$ cat config.mk
export PLATFORM = sky130hd
export DESIGN_NAME = snn_inference_controller
export DESIGN_NICKNAME = d
export VERILOG_FILES = /design/src/rtl/snn_inference_controller.sv
export SDC_FILE = /design/constraint.sdc
export NUM_CORES = 1
export LEC_CHECK = 0
export CORE_AREA = 2 2 176 178
export DETAILED_ROUTE_END_ITERATION = 12
export DIE_AREA = 0 0 178 180
export SLEW_MARGIN = 20
export SYNTH_ARGS = -nofsm -noshare
export SYNTH_HDL_FRONTEND = slang
export SYNTH_SLANG_ARGS = --single-unit
export TNS_END_PERCENT = 30
$ cat constraint.sdc
create_clock -name clk -period 4.8 [get_ports clk]
set_input_delay 0.48 -clock clk [delete_from_list [all_inputs] [get_ports clk]]
set_output_delay 0.48 -clock clk [all_outputs]
set_load 0.05 [all_outputs]
$ cat src/rtl/snn_inference_controller.sv
// snn_inference_controller: sequences spike frames into a network, counts output spikes and picks the winning class
module snn_inference_controller #(
    parameter int N_INPUTS     = 208,
    parameter int N_OUTPUTS    = 4,
    parameter int N_STEPS      = 32,
    parameter int DRAIN_CYCLES = 2,
    parameter int CNT_W        = 6,
    localparam int CLS_W       = N_OUTPUTS > 1 ? $clog2(N_OUTPUTS) : 1
) (
    input  logic                       clk,
    input  logic                       rst,
    input  logic                       start,
    input  logic                       frame_valid,
    output logic                       frame_ready,
    input  logic [N_INPUTS-1:0]        frame_in,
    output logic [N_INPUTS-1:0]        net_inputs,
    input  logic [N_OUTPUTS-1:0]       net_outputs,
    output logic                       busy,
    output logic                       done,
    output logic [CLS_W-1:0]           class_out,
    output logic                       no_spike,
    output logic [CNT_W*N_OUTPUTS-1:0] spike_counts_flat
);
    localparam int SW = $clog2(N_STEPS + 1);
    localparam int DW = DRAIN_CYCLES > 1 ? $clog2(DRAIN_CYCLES) : 1;
    localparam logic [SW-1:0] LAST_STEP  = SW'(N_STEPS - 1);
    localparam logic [DW-1:0] LAST_DRAIN = DW'(DRAIN_CYCLES > 0 ? DRAIN_CYCLES - 1 : 0);

    typedef enum logic [1:0] {IDLE, RUN, DRAIN, DECIDE} state_t;

    state_t             state, state_n;
    logic [SW-1:0]      step;
    logic [DW-1:0]      dcnt;
    logic [CNT_W-1:0]   cnt [N_OUTPUTS];
    logic               accept, last_frame, counting, clear;
    logic [CLS_W-1:0]   best_idx;
    logic [CNT_W-1:0]   best_val;

    assign accept     = frame_valid & frame_ready;
    assign last_frame = accept && step == LAST_STEP;
    assign counting   = state == RUN || state == DRAIN;
    assign clear      = state == IDLE && start;

    // next state plus the state-decoded handshake and busy flags
    always_comb begin
        state_n     = state;
        frame_ready = state == RUN;
        busy        = state != IDLE;
        unique case (state)
            IDLE:    state_n = start ? RUN : IDLE;
            RUN:     state_n = last_frame ? (DRAIN_CYCLES == 0 ? DECIDE : DRAIN) : RUN;
            DRAIN:   state_n = dcnt == LAST_DRAIN ? DECIDE : DRAIN;
            default: state_n = IDLE;
        endcase
    end

    // argmax over counters; strict compare keeps the lowest index on ties
    always_comb begin
        best_idx = '0;
        best_val = cnt[0];
        for (int o = 1; o < N_OUTPUTS; o++)
            if (cnt[o] > best_val) begin
                best_val = cnt[o];
                best_idx = CLS_W'(o);
            end
    end

    // state, frame pipeline, step/drain counters, saturating spike counters and result registers
    always_ff @(posedge clk) begin
        if (rst) begin
            state      <= IDLE;
            net_inputs <= '0;
            step       <= '0;
            dcnt       <= '0;
            class_out  <= '0;
            no_spike   <= 1'b0;
            done       <= 1'b0;
            for (int o = 0; o < N_OUTPUTS; o++) cnt[o] <= '0;
        end else begin
            state      <= state_n;
            done       <= state == DECIDE;
            net_inputs <= accept ? frame_in : '0;
            step       <= clear ? '0 : accept ? step + 1'b1 : step;
            dcnt       <= state == DRAIN ? dcnt + 1'b1 : '0;
            if (state == DECIDE) begin
                class_out <= best_idx;
                no_spike  <= best_val == '0;
            end
            for (int o = 0; o < N_OUTPUTS; o++)
                if (clear) cnt[o] <= '0;
                else if (counting && net_outputs[o] && cnt[o] != '1) cnt[o] <= cnt[o] + 1'b1;
        end
    end

    for (genvar g = 0; g < N_OUTPUTS; g++) begin : g_flat
        assign spike_counts_flat[g*CNT_W +: CNT_W] = cnt[g];
    end
endmodule

Word-level counts from Yosys, hierarchy flattened --
Memory sizes are Yosys's and may differ from the RTL's. Cells that the tools add are included.
Cells by class: reduce and logical (&&, ||, !) cells 17, muxes and demuxes 39, add/subtract/negate cells 6, bitwise operators 11, magnitude comparators 3, equality and inequality tests 8
Operator list (count):
- $mux 6 | 11
- $add 6x1->6 const B | 5
- $mux 1 | 24
- $ne 6x6->1 const B | 4
- $gt 6x6->1 | 3
- $logic_and 1x1->1 | 10
- $or 1x1->1 | 8
- $eq 6x5->1 const B | 1
- $logic_not 6->1 | 1
- $mux 2 | 3
- $pmux 2 s3 | 1
- $reduce_or 2->1 | 3
- $eq 2x2->1 const B | 2
- $eq 2x1->1 const B | 1
- $logic_not 2->1 | 1
- $not 1->1 | 2
- $reduce_bool 2->1 | 1
- $add 1x1->1 const B | 1
- $and 1x1->1 | 1
- $logic_or 1x1->1 | 1
Storage, ports and cells: bits in registers 221, input port bits 216, RAM bits 24, logic and storage cells 92, output and inout bits 238, memories 1
Memories:
- cnt | words 4, width 6, rd ports 4, clocked after memory_dff 0, write ports 4, RTL line 34 | logic [CNT_W-1:0] cnt [N_OUTPUTS];

Logic depth before layout (Yosys ltp) --
word-level depth 9, depth in mapped cells 25, gate-level depth less buffers 24

Least setup slack after synthesis --
No wires, ideal clock.
path type flip-flop to flip-flop, from memory cnt[0][4], to register no_spike, setup time 88 ps, stages on the path, launching flop included 26, required time 4712 ps, setup slack -385 ps, clock period less this slack 5185 ps, path buffers 1, arrival time 5097 ps, cell sequence edfxtp_1 -> inv_1 -> ha_1 -> nand4_1 -> or2_4 -> and4b_4 -> nor2_2 -> mux2_2 -> inv_1 -> ha_1 -> nand2b_1 -> a21oi_1 -> a211oi_2 -> or2_4 -> buf_8 -> a31oi_1 -> inv_1 -> ha_1 -> a21o_1 -> a21oi_1 -> nor2b_1 -> o32ai_2 -> or2b_2 -> o22ai_2 -> nand4_1 -> a311oi_2
RTL lines:
- start: declaration | RTL line 34
- end signal: assignment | RTL line 76 | no_spike <= 1'b0;
- end signal: assignment | RTL line 87 | no_spike <= best_val == '0;
- end: declaration | RTL line 21 | output logic no_spike,

==> reports/summary.txt <==
CTS tree = built
Max_cap viols = 0
Global placement routability congestion = 0.838
Int Pwr = 3770 uW
Startpoint Class = flip-flop
Wirelength per Cell = 16.9 um
Status = completed
Final nets = 1433
Reg clk slew, reported paths = 0.06 ns
Largest net degree at the start of global routing = 59
Total grt overflow = 0
Sequential share of the synthesized area = 0.643
Clock sink count = 245
I/O pin cnt = 454
# port buffers = 453
Logic pwr share = 0.179
Most frequent cell after synthesis = dfxtp_1
Reg2reg path depth = 23
Num CTS Buffers = 28
Max-slew headroom = 0.321
Post-synth top area share = 0.553
Die height = 180 um
Layout cells sized above 1 = 0.103
Die ar. = 0.0320 mm^2
Flop pwr share = 0.421
CP endpoint kind = flip-flop
CTS Root Buffer Type = clkbuf_16
Total number of vias = 6468
Final period util = 0.986
Synth top area cells = dfxtp_1, and2_1, edfxtp_1, ha_1, nor2_1
Fmax = 211 MHz
Area leader, netlist = dfxtp_1
Max Fanout on Critical Path = 5
FP Rows = 64
Starting density of the core = 0.265
Via-per-instance ratio = 4.03
First-pass GRT wire length = 39400 um
Leak pwr = 0.00559 uW
Data arrival, critical path = 5.18 ns
Core ar. = 0.0302 mm^2
Synth top cells by count = dfxtp_1, and2_1, nor2_1
Req. time, crit path = 5.25 ns
Drt drc = 0
Vias in the first global route = 6533
Max VDD drop = 232 uV
Later-pin clock latency in the skew report = 0.55 ns
P_sw = 1340 uW
P per Cell Area = 358 mW/mm^2
Net Count, Synth = 939
Synth-to-Final Area Change = 78.5%
HP Class = flip-flop to flip-flop
Post-DRT Antenna Nets = 0
Setup Viol. Count Final = 0
Worst slew pin tran = 1.02 ns
Hold Fails Final Rpt = 0
Number of library cell types mapped by synthesis = 45
Min Tclk post-route = 4.74 ns
Synth async-reset ratio = 0
RSZ-0062 raised after global routing = true
Initial antenna violation count = 3
Inserted Diodes = 0
Die Wd = 178 um
Clk pwr share = 0.400
YS warnings = 0
Final wirelength = 27000 um
Ys flop type = dfxtp_1
Hold path depth = 1
Net Sw Frac = 0.262
Worst hold slack = 0.421 ns
Post-detailed-placement half-perimeter wirelength = 20800 um
Drt first pass iters = 4
Core Util, Final = 0.473
CTS Buffer Depth = 3
Kind of critical path = flip-flop to flip-flop
Synth Instances = 695
Slew Limit Fails = 0
CTS H-Tree Depth = 1
GRT Overall Usage = 0.162
1st-iter DRT viols = 196
Register bit total from synthesis = 245
Mean post-synth cell area = 11.5 um^2
Post-synth EDFFs = 24
Clock skew = 0.0135 ns
Post-Syn Area = 0.00800 mm^2
final cells by class:
type	count	area, um^2
clock buffer	41	790
clock inverter	8	81.3
fill	2765	15900
inverter	22	82.6
multi-input combinational	404	2860
sequential	245	5140
tap	396	495
timing repair buffer	488	4830
kinds of logic after synthesis:
| group | Yosys count | synth area share |
|---|---|---|
| XOR/XNOR | 20 | 0.0219 |
| flip-flops | 245 | 0.643 |
| multiplexers | 3 | 0.00391 |
| buffers and inverters | 47 | 0.0247 |
| AO/OA/AOI/OAI | 38 | 0.0352 |
| adder cells (fa/ha/maj) | 28 | 0.0438 |
| AND/OR/NAND/NOR | 314 | 0.227 |
worst max-delay path: stages, from the launching register on:
cell	delay (ns)
edfxtp_1	0.37
inv_2	0.06
ha_1	0.31
nand4_1	0.12
or2_4	0.28
and4b_4	0.22
nor2_4	0.16
mux2_4	0.33
inv_2	0.07
ha_1	0.23
nand2b_1	0.09
a21oi_2	0.07
a211oi_4	0.33
or2_4	0.24
nor2_2	0.04
a21o_2	0.23
ha_4	0.25
nand4_1	0.12
nor2_1	0.07
o32ai_2	0.31
or2b_4	0.31
o22ai_2	0.10
nand4_1	0.11
a311oi_2	0.23
power groups by stage:
| stage | clock [uW] | sequential (uW) | combinational, uW |
|---|---|---|---|
| after floorplan | 0 | 2370 | 264 |
| after global placement | 0 | 2190 | 778 |
| after detailed placement | 0 | 2200 | 789 |
| after CTS | 2120 | 2150 | 843 |
| after global routing | 2200 | 2150 | 979 |
| final | 2040 | 2150 | 917 |
placed cells by master (no fill, tap or decap), types with 3 or more instances in the layout:
cell | netlist | final
clkdlybuf4s50_1 | 0 | 453
dfxtp_1 | 221 | 221
and2_1 | 211 | 211
nor2_1 | 42 | 40
buf_4 | 0 | 32
clkbuf_16 | 0 | 28
edfxtp_1 | 24 | 24
ha_1 | 28 | 22
inv_1 | 22 | 17
nand2_1 | 18 | 16
xnor2_1 | 13 | 13
nand3_1 | 13 | 12
clkbuf_1 | 23 | 9
nand4_1 | 7 | 7
xor2_1 | 7 | 7
a21oi_1 | 10 | 6
inv_2 | 0 | 5
ha_4 | 0 | 5
a21o_1 | 4 | 4
a21oi_2 | 0 | 4
clkbuf_8 | 1 | 4
clkinv_2 | 0 | 4
or2_4 | 2 | 3
nor3_1 | 5 | 3
nor3_2 | 1 | 3
and3_1 | 3 | 3
a31o_2 | 3 | 3
flip-flops by register name, summed over array words and instances, names as in the netlist:
name        flops
done            1
cnt            24
class_out       2
step            6
net_inputs    208
state           2
dcnt            1
no_spike        1
per-stage QoR:
stage,setup WS [ns],total power [uW],std cells,cell area [um^2],setup TNS (ns)
4_1_cts,0.00765,5110,1597,14100,0
2_1_floorplan,-0.0756,2640,695,8080,-0.0756
5_1_grt,-0.207,5330,1604,14300,-0.207
3_5_place_dp,-0.00132,2980,1536,13100,-0.00132
6_report,0.0648,5110,1604,14300,0
3_3_place_gp,0.0482,2970,1536,13100,0
final timing paths:
path                           startpoint                    end  slack, ns
setup / recovery  cnt[0][3]$_SDFFCE_PN0P_  no_spike$_SDFFE_PP0P_       0.06
hold / removal            dcnt$_SDFF_PP0_        dcnt$_SDFF_PP0_       0.42
setup reg to reg  cnt[0][3]$_SDFFCE_PN0P_  no_spike$_SDFFE_PP0P_       0.06
hold reg to reg           dcnt$_SDFF_PP0_        dcnt$_SDFF_PP0_       0.42
layer usage:
metal | vias up | track usage | part of all wire
li1 | 3217 | - | -
met1 | 2943 | 0.185 | 0.39
met2 | 251 | 0.279 | 0.49
met3 | 53 | 0.0603 | 0.087
met4 | 4 | 0.0515 | 0.029
met5 | - | 0 | 0.00085
timing repair:
action                                  4_1_cts  5_1_grt
setup buffers                                11        7
endpoints found under the setup margin        1        1
hold buffers                                  0        0
pin swaps                                     9       26
cloned                                        1        0
gates resized for setup                       7       20
Power figures use the tool's default switching activity.
